### src/rtl/non_max_suppression.sv
// Canny non-maximum suppression: keeps the centre of a 3x3 magnitude window
// only when it is a local maximum along the centre pixel's gradient direction.
// Latency 1 cycle; one window per cycle; no backpressure (windows are never stalled).
//
// Optional build macro: NMS_THRESH_EN -- when defined, kept pixels whose centre
// magnitude is below LOW_THRESH are also zeroed.
//
// Ports:
//   clk, rst                       clock and synchronous active-high reset
//   Gradiant_Magnitude_Data        9 x MAG_W magnitude window, item k at [k*MAG_W +: MAG_W]
//   Direction_Data                 9 x 2-bit direction window, item k at [k*2 +: 2]
//   Gradiant_Magnitude_in_valid    magnitude window valid
//   Direction_Data_in_valid        direction window valid
//   NMS_pixel                      suppressed magnitude (held when not valid)
//   NMS_Direction_Data             centre direction (held when not valid)
//   NMS_Pixels_out_valid           one-cycle pulse per accepted window
//   frame_end                      high with the last output of a frame
//   valid_mismatch                 sticky: one input valid seen without the other

module non_max_suppression #(
    parameter int MAG_W      = 11,
    parameter int FRAME_W    = 506,
    parameter int FRAME_H    = 506,
    parameter int LOW_THRESH = 0
) (
    input  logic               clk,
    input  logic               rst,
    input  logic [9*MAG_W-1:0] Gradiant_Magnitude_Data,
    input  logic [17:0]        Direction_Data,
    input  logic               Gradiant_Magnitude_in_valid,
    input  logic               Direction_Data_in_valid,
    output logic [MAG_W-1:0]   NMS_pixel,
    output logic [1:0]         NMS_Direction_Data,
    output logic               NMS_Pixels_out_valid,
    output logic               frame_end,
    output logic               valid_mismatch
);

    localparam int COL_W = (FRAME_W > 1) ? $clog2(FRAME_W) : 1;
    localparam int ROW_W = (FRAME_H > 1) ? $clog2(FRAME_H) : 1;
    localparam logic [COL_W-1:0] COL_LAST = COL_W'(FRAME_W - 1);
    localparam logic [ROW_W-1:0] ROW_LAST = ROW_W'(FRAME_H - 1);
    localparam logic [MAG_W-1:0] LOW_T    = MAG_W'(LOW_THRESH);

    logic [MAG_W-1:0] r_pixel;
    logic [1:0]       r_dir;
    logic             r_vld;
    logic             r_frame_end;
    logic             r_mismatch;
    logic [COL_W-1:0] r_col;
    logic [ROW_W-1:0] r_row;

    logic             w_accept;
    logic             w_mismatch;
    logic [1:0]       w_dir;
    logic [MAG_W-1:0] w_centre;
    logic [MAG_W-1:0] w_nbr_a;
    logic [MAG_W-1:0] w_nbr_b;
    logic             w_floor_ok;
    logic             w_keep;
    logic             w_col_wrap;
    logic             w_row_wrap;

    assign w_accept   = Gradiant_Magnitude_in_valid & Direction_Data_in_valid;
    assign w_mismatch = Gradiant_Magnitude_in_valid ^ Direction_Data_in_valid;

    assign w_dir    = Direction_Data[4*2 +: 2];
    assign w_centre = Gradiant_Magnitude_Data[4*MAG_W +: MAG_W];

    // Neighbour pair lies on the line through the centre along the gradient.
    always_comb begin
        w_nbr_a = '0;
        w_nbr_b = '0;
        case (w_dir)
            2'd0: begin
                w_nbr_a = Gradiant_Magnitude_Data[3*MAG_W +: MAG_W];
                w_nbr_b = Gradiant_Magnitude_Data[5*MAG_W +: MAG_W];
            end
            2'd1: begin
                w_nbr_a = Gradiant_Magnitude_Data[2*MAG_W +: MAG_W];
                w_nbr_b = Gradiant_Magnitude_Data[6*MAG_W +: MAG_W];
            end
            2'd2: begin
                w_nbr_a = Gradiant_Magnitude_Data[1*MAG_W +: MAG_W];
                w_nbr_b = Gradiant_Magnitude_Data[7*MAG_W +: MAG_W];
            end
            default: begin
                w_nbr_a = Gradiant_Magnitude_Data[0*MAG_W +: MAG_W];
                w_nbr_b = Gradiant_Magnitude_Data[8*MAG_W +: MAG_W];
            end
        endcase
    end

`ifdef NMS_THRESH_EN
    assign w_floor_ok = (w_centre >= LOW_T);
`else
    // Floor disabled; the term keeps LOW_THRESH referenced so both builds
    // share one parameter list.
    assign w_floor_ok = 1'b1 | (w_centre >= LOW_T);
`endif

    // Ties keep the pixel, so >= on both sides.
    assign w_keep = (w_centre >= w_nbr_a) && (w_centre >= w_nbr_b) && w_floor_ok;

    assign w_col_wrap = (r_col == COL_LAST);
    assign w_row_wrap = (r_row == ROW_LAST);

    always_ff @(posedge clk) begin
        if (rst) begin
            r_pixel     <= '0;
            r_dir       <= '0;
            r_vld       <= 1'b0;
            r_frame_end <= 1'b0;
            r_mismatch  <= 1'b0;
            r_col       <= '0;
            r_row       <= '0;
        end else begin
            r_vld       <= w_accept;
            r_frame_end <= 1'b0;
            if (w_mismatch) begin
                r_mismatch <= 1'b1;
            end
            if (w_accept) begin
                r_pixel <= w_keep ? w_centre : '0;
                r_dir   <= w_dir;
                if (w_col_wrap) begin
                    r_col <= '0;
                    if (w_row_wrap) begin
                        r_row       <= '0;
                        r_frame_end <= 1'b1;
                    end else begin
                        r_row <= r_row + ROW_W'(1);
                    end
                end else begin
                    r_col <= r_col + COL_W'(1);
                end
            end
        end
    end

    assign NMS_pixel            = r_pixel;
    assign NMS_Direction_Data   = r_dir;
    assign NMS_Pixels_out_valid = r_vld;
    assign frame_end            = r_frame_end;
    assign valid_mismatch       = r_mismatch;

endmodule

### config.mk
export PLATFORM = sky130hd
export DESIGN_NAME = non_max_suppression
export DESIGN_NICKNAME = d
export VERILOG_FILES = /design/src/rtl/non_max_suppression.sv
export SDC_FILE = /design/constraint.sdc
export NUM_CORES = 1
export LEC_CHECK = 0
export CAP_MARGIN = 20
export CORE_MARGIN = 3
export CORE_UTILIZATION = 25
export CTS_CLUSTER_DIAMETER = 200
export DETAILED_ROUTE_END_ITERATION = 10
export SETUP_SLACK_MARGIN = 0.4
export SKIP_CTS_REPAIR_TIMING = 1
export SYNTH_ARGS = -nofsm -noshare
export SYNTH_HDL_FRONTEND = slang
export SYNTH_SLANG_ARGS = --single-unit
### constraint.sdc
create_clock -name clk -period 3.9 [get_ports clk]
set_input_delay 1.17 -clock clk [delete_from_list [all_inputs] [get_ports clk]]
set_output_delay 1.17 -clock clk [all_outputs]
set_load 0.05 [all_outputs]
# Word level (Yosys, flattened, before mapping)
# Cells that the tools add are included.
# word_totals
register_bits,34
in_bits,121
output_inout_bits,16
word_cells,29
# op_classes
addsub,2
order_cmp,2
n_eq_ne,4
n_mux,6
n_bitwise,4
reduce_logical,4
# ops
operator,n
$pmux W11 S3,2
$ge A11 B11 Y1,2
$add A9 B1 Y9 const B,2
$eq A9 B9 Y1 const B,2
$mux W9,2
$mux W11,1
$reduce_or A3 Y1,1
$eq A2 B1 Y1 const B,1
$eq A2 B2 Y1 const B,1
$logic_not A2 Y1,1
$not A1 Y1,2
$reduce_and A2 Y1,1
$and A1 B1 Y1,1
$logic_and A1 B1 Y1,1
$mux W1,1
$xor A1 B1 Y1,1

# Depth between registers and ports, before layout
# depth
ltp_word,5
depth_mapped,11
ltp_nobuf,8

# Least setup slack after synthesis
# OpenSTA, ideal clock, no wires.
# synth_timing
path_kind,input port to flip-flop
from,input Direction_Data[8]
to,register r_pixel[0] (netlist: NMS_pixel[0])
arrival_time_ns,3.542
t_required_ns,3.840
path_slack_ns,0.298
path_stages,11
path_buffers,3
path_cell_list,clkbuf_1 > buf_2 > mux4_2 > inv_1 > ha_1 > nand4_1 > a21oi_1 > o211ai_1 > a311oi_1 > clkbuf_1 > a22o_1
# synth_via
elab_chain_cells,5
word_cells_on_any_way,9
# synth_rtl
element,line,text
start: declaration,29,"input logic [17:0] Direction_Data,"
"$eq A2 B2 Y1, or another cell as far along",74,case (w_dir)
$pmux W11 S3,74,
$ge A11 B11 Y1,103,assign w_keep = (w_centre >= w_nbr_a) && (w_centre >= w_nbr_b) && w_floor_ok;
$logic_and A1 B1 Y1 (*),103,
$mux W11 (*),124,r_pixel <= w_keep ? w_centre : '0;
end signal: assignment,124,
end: declaration,45,logic [MAG_W-1:0] r_pixel;
# Mark *: on every way between the ends. The rest lies on a longest branch, timed or not.
# A chain may end at the register's enable or synchronous reset.

# Worst setup path after layout
# layout_timing
from,input Direction_Data[9]
to,register r_pixel[1] (netlist: NMS_pixel[1])
# The elaborated chain is that of the path after synthesis.

==> flow_metrics.env <==
export IMPL_drcViolationCount=0
export IMPL_grt_max_degree=24
export IMPL_crit_type="in2reg"
export IMPL_min_period_over_period_pct=83.3
export IMPL_path_delay_family="buffers and inverters"
export IMPL_path_buf_inv=4
export IMPL_synth_compound_gate_area_share_pct=9.15
export IMPL_postLayoutCoreUtil_pct=41.4
export IMPL_synth_top_family_by_area="multiplexers"
export IMPL_tritoncts_num_sinks=34
export IMPL_io_pins=137
export IMPL_placeable_area_sq_um=9330
export IMPL_first_iter_violations=85
export IMPL_timing_critical_path_slowest_cell_delay_ps=510
export IMPL_report_final_slew_viol_count=0
export IMPL_post_synth_mux_area_share_pct=21.7
export IMPL_max_slew_worst_pin_slew_ps=786
export IMPL_dr_total_vias=2232
export IMPL_total_leakage_power_nw=1.51
export IMPL_clock_root_buffer="sky130_fd_sc_hd__clkbuf_8"
export IMPL_synth_distinct_cells=36
export IMPL_synthesis_area_per_instance_sq_um=9.88
export IMPL_route_final_wire_length_microns=6510
export IMPL_ir_drop_worst_case_vdd_uv=107
export IMPL_fin_worst_skew_ps=4.44
export IMPL_number_of_enable_type_register_cells_in_the_synthesized_netlist=0
export IMPL_first_global_vias=2330
export IMPL_syn_nets=393
export IMPL_timing_max_cap_violations=0
export IMPL_min_delay_path_class="reg2reg"
export IMPL_fillers=934
export IMPL_finalHoldViolCount=0
export IMPL_grt_setup_unrepaired="false"
export IMPL_r2r_slack_ps=1950
export IMPL_antenna_violations_before_repair=0
export IMPL_average_via_count_per_standard_cell=4.53
export IMPL_die_height_microns=104
export IMPL_setup_viol_count_final=0
export IMPL_chipWidth_microns=104
export IMPL_cp_cell_instances="clkdlybuf4s50_1 > buf_12 > mux4_2 > inv_1 > ha_1 > a21oi_1 > nand3_1 > a211oi_1 > a311oi_1 > buf_4 > a22o_1"
export IMPL_initial_utilization_pct=26.0
export IMPL_maximum_frequency_from_static_timing_analysis_mhz=308
export IMPL_cp_data_arrival_time_ps=3430
export IMPL_synth_warnings=0
export IMPL_final_cell_mix="119 x sky130_fd_sc_hd__clkdlybuf4s50_1, 34 x sky130_fd_sc_hd__dfxtp_1, 27 x sky130_fd_sc_hd__nor2_1, 27 x sky130_fd_sc_hd__ha_1, 25 x sky130_fd_sc_hd__inv_1"
export IMPL_yosys_register_bits=34
export IMPL_cts_tree="yes"
export IMPL_clk_path_buf_depth=2
export IMPL_routabilityCongestion=0.797
export IMPL_mappedNetlistArea_sq_um=2420
export IMPL_dieArea_sq_um=10900
export IMPL_wl_per_cell_microns=13.2
export IMPL_critical_path_endpoint_type="flop"
export IMPL_layout_area_overhead_vs_synth_pct=59.5
export IMPL_cts_clk_slew_worst_paths_ps=70
export IMPL_rows=35
export IMPL_finalWorstPathRequiredPeriod_ps=3250
export IMPL_place_hpwl_microns=5720
export IMPL_worst_ep_required_time_ps=4080
export IMPL_synth_async_reset_ratio_pct=0
export IMPL_cpMaxStageDelayCell="sky130_fd_sc_hd__clkdlybuf4s50_1"
export IMPL_first_pass_grt_wire_length_microns=10800
export IMPL_post_synth_and_or_nand_nor_area_fraction_pct=15.5
export IMPL_timing_setup_tns_ps=0
export IMPL_critical_path_max_fanout=23
export IMPL_worst_skew_pair_late_latency_ps=290
export IMPL_grt_use_total_pct=12.1
export IMPL_critPathLaunchType="input port"
export IMPL_synth_adder_area_share_pct=14.0
export IMPL_synthFlopType="sky130_fd_sc_hd__dfxtp_1"
export IMPL_drive_above_1_share_pct=10.7
export IMPL_placed_cells_incl_taps=485
export IMPL_postRouteAntennaNets=0
export IMPL_cts_htree_levels=2
export IMPL_syn_instance_count=245
export IMPL_status="complete, no violations"
export IMPL_timing_slew_headroom_pct=47.4
export IMPL_layout_cells_non_filler=493
export IMPL_power_density_nw_per_um2=235
export IMPL_drt_pre_antenna_iters=4
export IMPL_numCtsBuffers=5
export IMPL_io_buffers=120
export IMPL_num_antenna_cells=0
export IMPL_post_synth_xor_area_fraction_pct=5.43
export IMPL_grt_overflow=0
export IMPL_num_nets_final=511
export IMPL_layout_commonest_cell="sky130_fd_sc_hd__clkdlybuf4s50_1"
export IMPL_synth_seq_area_share_pct=28.1
-- area by class of cell --
| type | count | area, sq um | share of cell area (%) |
|---|---|---|---|
| Multi-Input combinational cell | 174 | 1590 | 41.2 |
| Clock inverter | 1 | 5.00 | 0.130 |
| Timing Repair Buffer | 123 | 1240 | 32.2 |
| Clock buffer | 7 | 86.3 | 2.24 |
| Inverter | 25 | 93.8 | 2.43 |
| Sequential cell | 34 | 681 | 17.6 |
| Tap cell | 129 | 161 | 4.18 |
-- stage by stage --
| step | hold WS (ps) | total power (W) | cell area, sq um | setup slack [ps] |
|---|---|---|---|---|
| CTS | 475 | 0.000923 | 3860 | 621 |
| floorplan | 479 | 0.000506 | 2430 | 465 |
| finish | 468 | 0.000908 | 3860 | 651 |
| global placement | 449 | 0.000649 | 3770 | 334 |
| global route | 488 | 0.000965 | 3860 | 484 |
| detailed placement | 459 | 0.000655 | 3770 | 301 |
-- where the power goes --
part	switching (W)	total (W)	internal (W)	leakage, nW
logic	0.000108	0.000284	0.000176	1.19
registers	0.00000372	0.000357	0.000353	0.275
clock network	0.000125	0.000267	0.000142	0.0482
-- cells in the mapped netlist (4+ instances only) --
cell type | instances | area (sq um)
sky130_fd_sc_hd__xor2_1 | 6 | 52.6
sky130_fd_sc_hd__a22o_1 | 11 | 96.3
sky130_fd_sc_hd__nor2_1 | 27 | 101
sky130_fd_sc_hd__ha_1 | 27 | 338
sky130_fd_sc_hd__nand2_1 | 13 | 48.8
sky130_fd_sc_hd__and3_1 | 4 | 25.0
sky130_fd_sc_hd__inv_1 | 25 | 93.8
sky130_fd_sc_hd__a21oi_1 | 10 | 50.1
sky130_fd_sc_hd__mux4_2 | 22 | 495
sky130_fd_sc_hd__xnor2_1 | 9 | 78.8
sky130_fd_sc_hd__clkbuf_1 | 7 | 26.3
sky130_fd_sc_hd__nand3_1 | 5 | 25.0
sky130_fd_sc_hd__dfxtp_1 | 34 | 681
sky130_fd_sc_hd__nand4_1 | 7 | 43.8
sky130_fd_sc_hd__o21ai_0 | 4 | 20.0
-- worst reg2reg max path, cell delays in order (launching register included) --
cell	delay (ps)
sky130_fd_sc_hd__dfxtp_1	400
sky130_fd_sc_hd__nand4_2	140
sky130_fd_sc_hd__nor4_1	500
sky130_fd_sc_hd__and2_0	340
sky130_fd_sc_hd__a21o_1	350
sky130_fd_sc_hd__a211oi_1	90
-- cells by family after synthesis --
family,Yosys count
fa+ha+maj,27
buf+inv,37
simple gates,75
xor+xnor,15
compound gates,32
mux,25
flops,34
-- metal layers --
layer | routed length (microns) | global-route usage, % | vias to the layer above
met5 | 0 | 0 | -
met3 | 574 | 3.72 | 6
met4 | 69 | 3.13 | 0
met2 | 3280 | 22.3 | 82
met1 | 2590 | 13.5 | 1016
li1 | - | - | 1128
-- sequential cells by signal, indices dropped and copies added (netlist names) --
signal,cells
valid_mismatch,1
r_row,9
NMS_pixel,11
NMS_Pixels_out_valid,1
r_col,9
NMS_Direction_Data,2
frame_end,1
-- worst paths after layout --
path	start	to	cells past startpoint
max	Direction_Data[9]	NMS_pixel[1]	11
max reg2reg	r_col[4]	r_row[1]	5
min reg2reg	valid_mismatch	valid_mismatch	2
min	valid_mismatch	valid_mismatch	2
(Power assumes the default switching activity.)
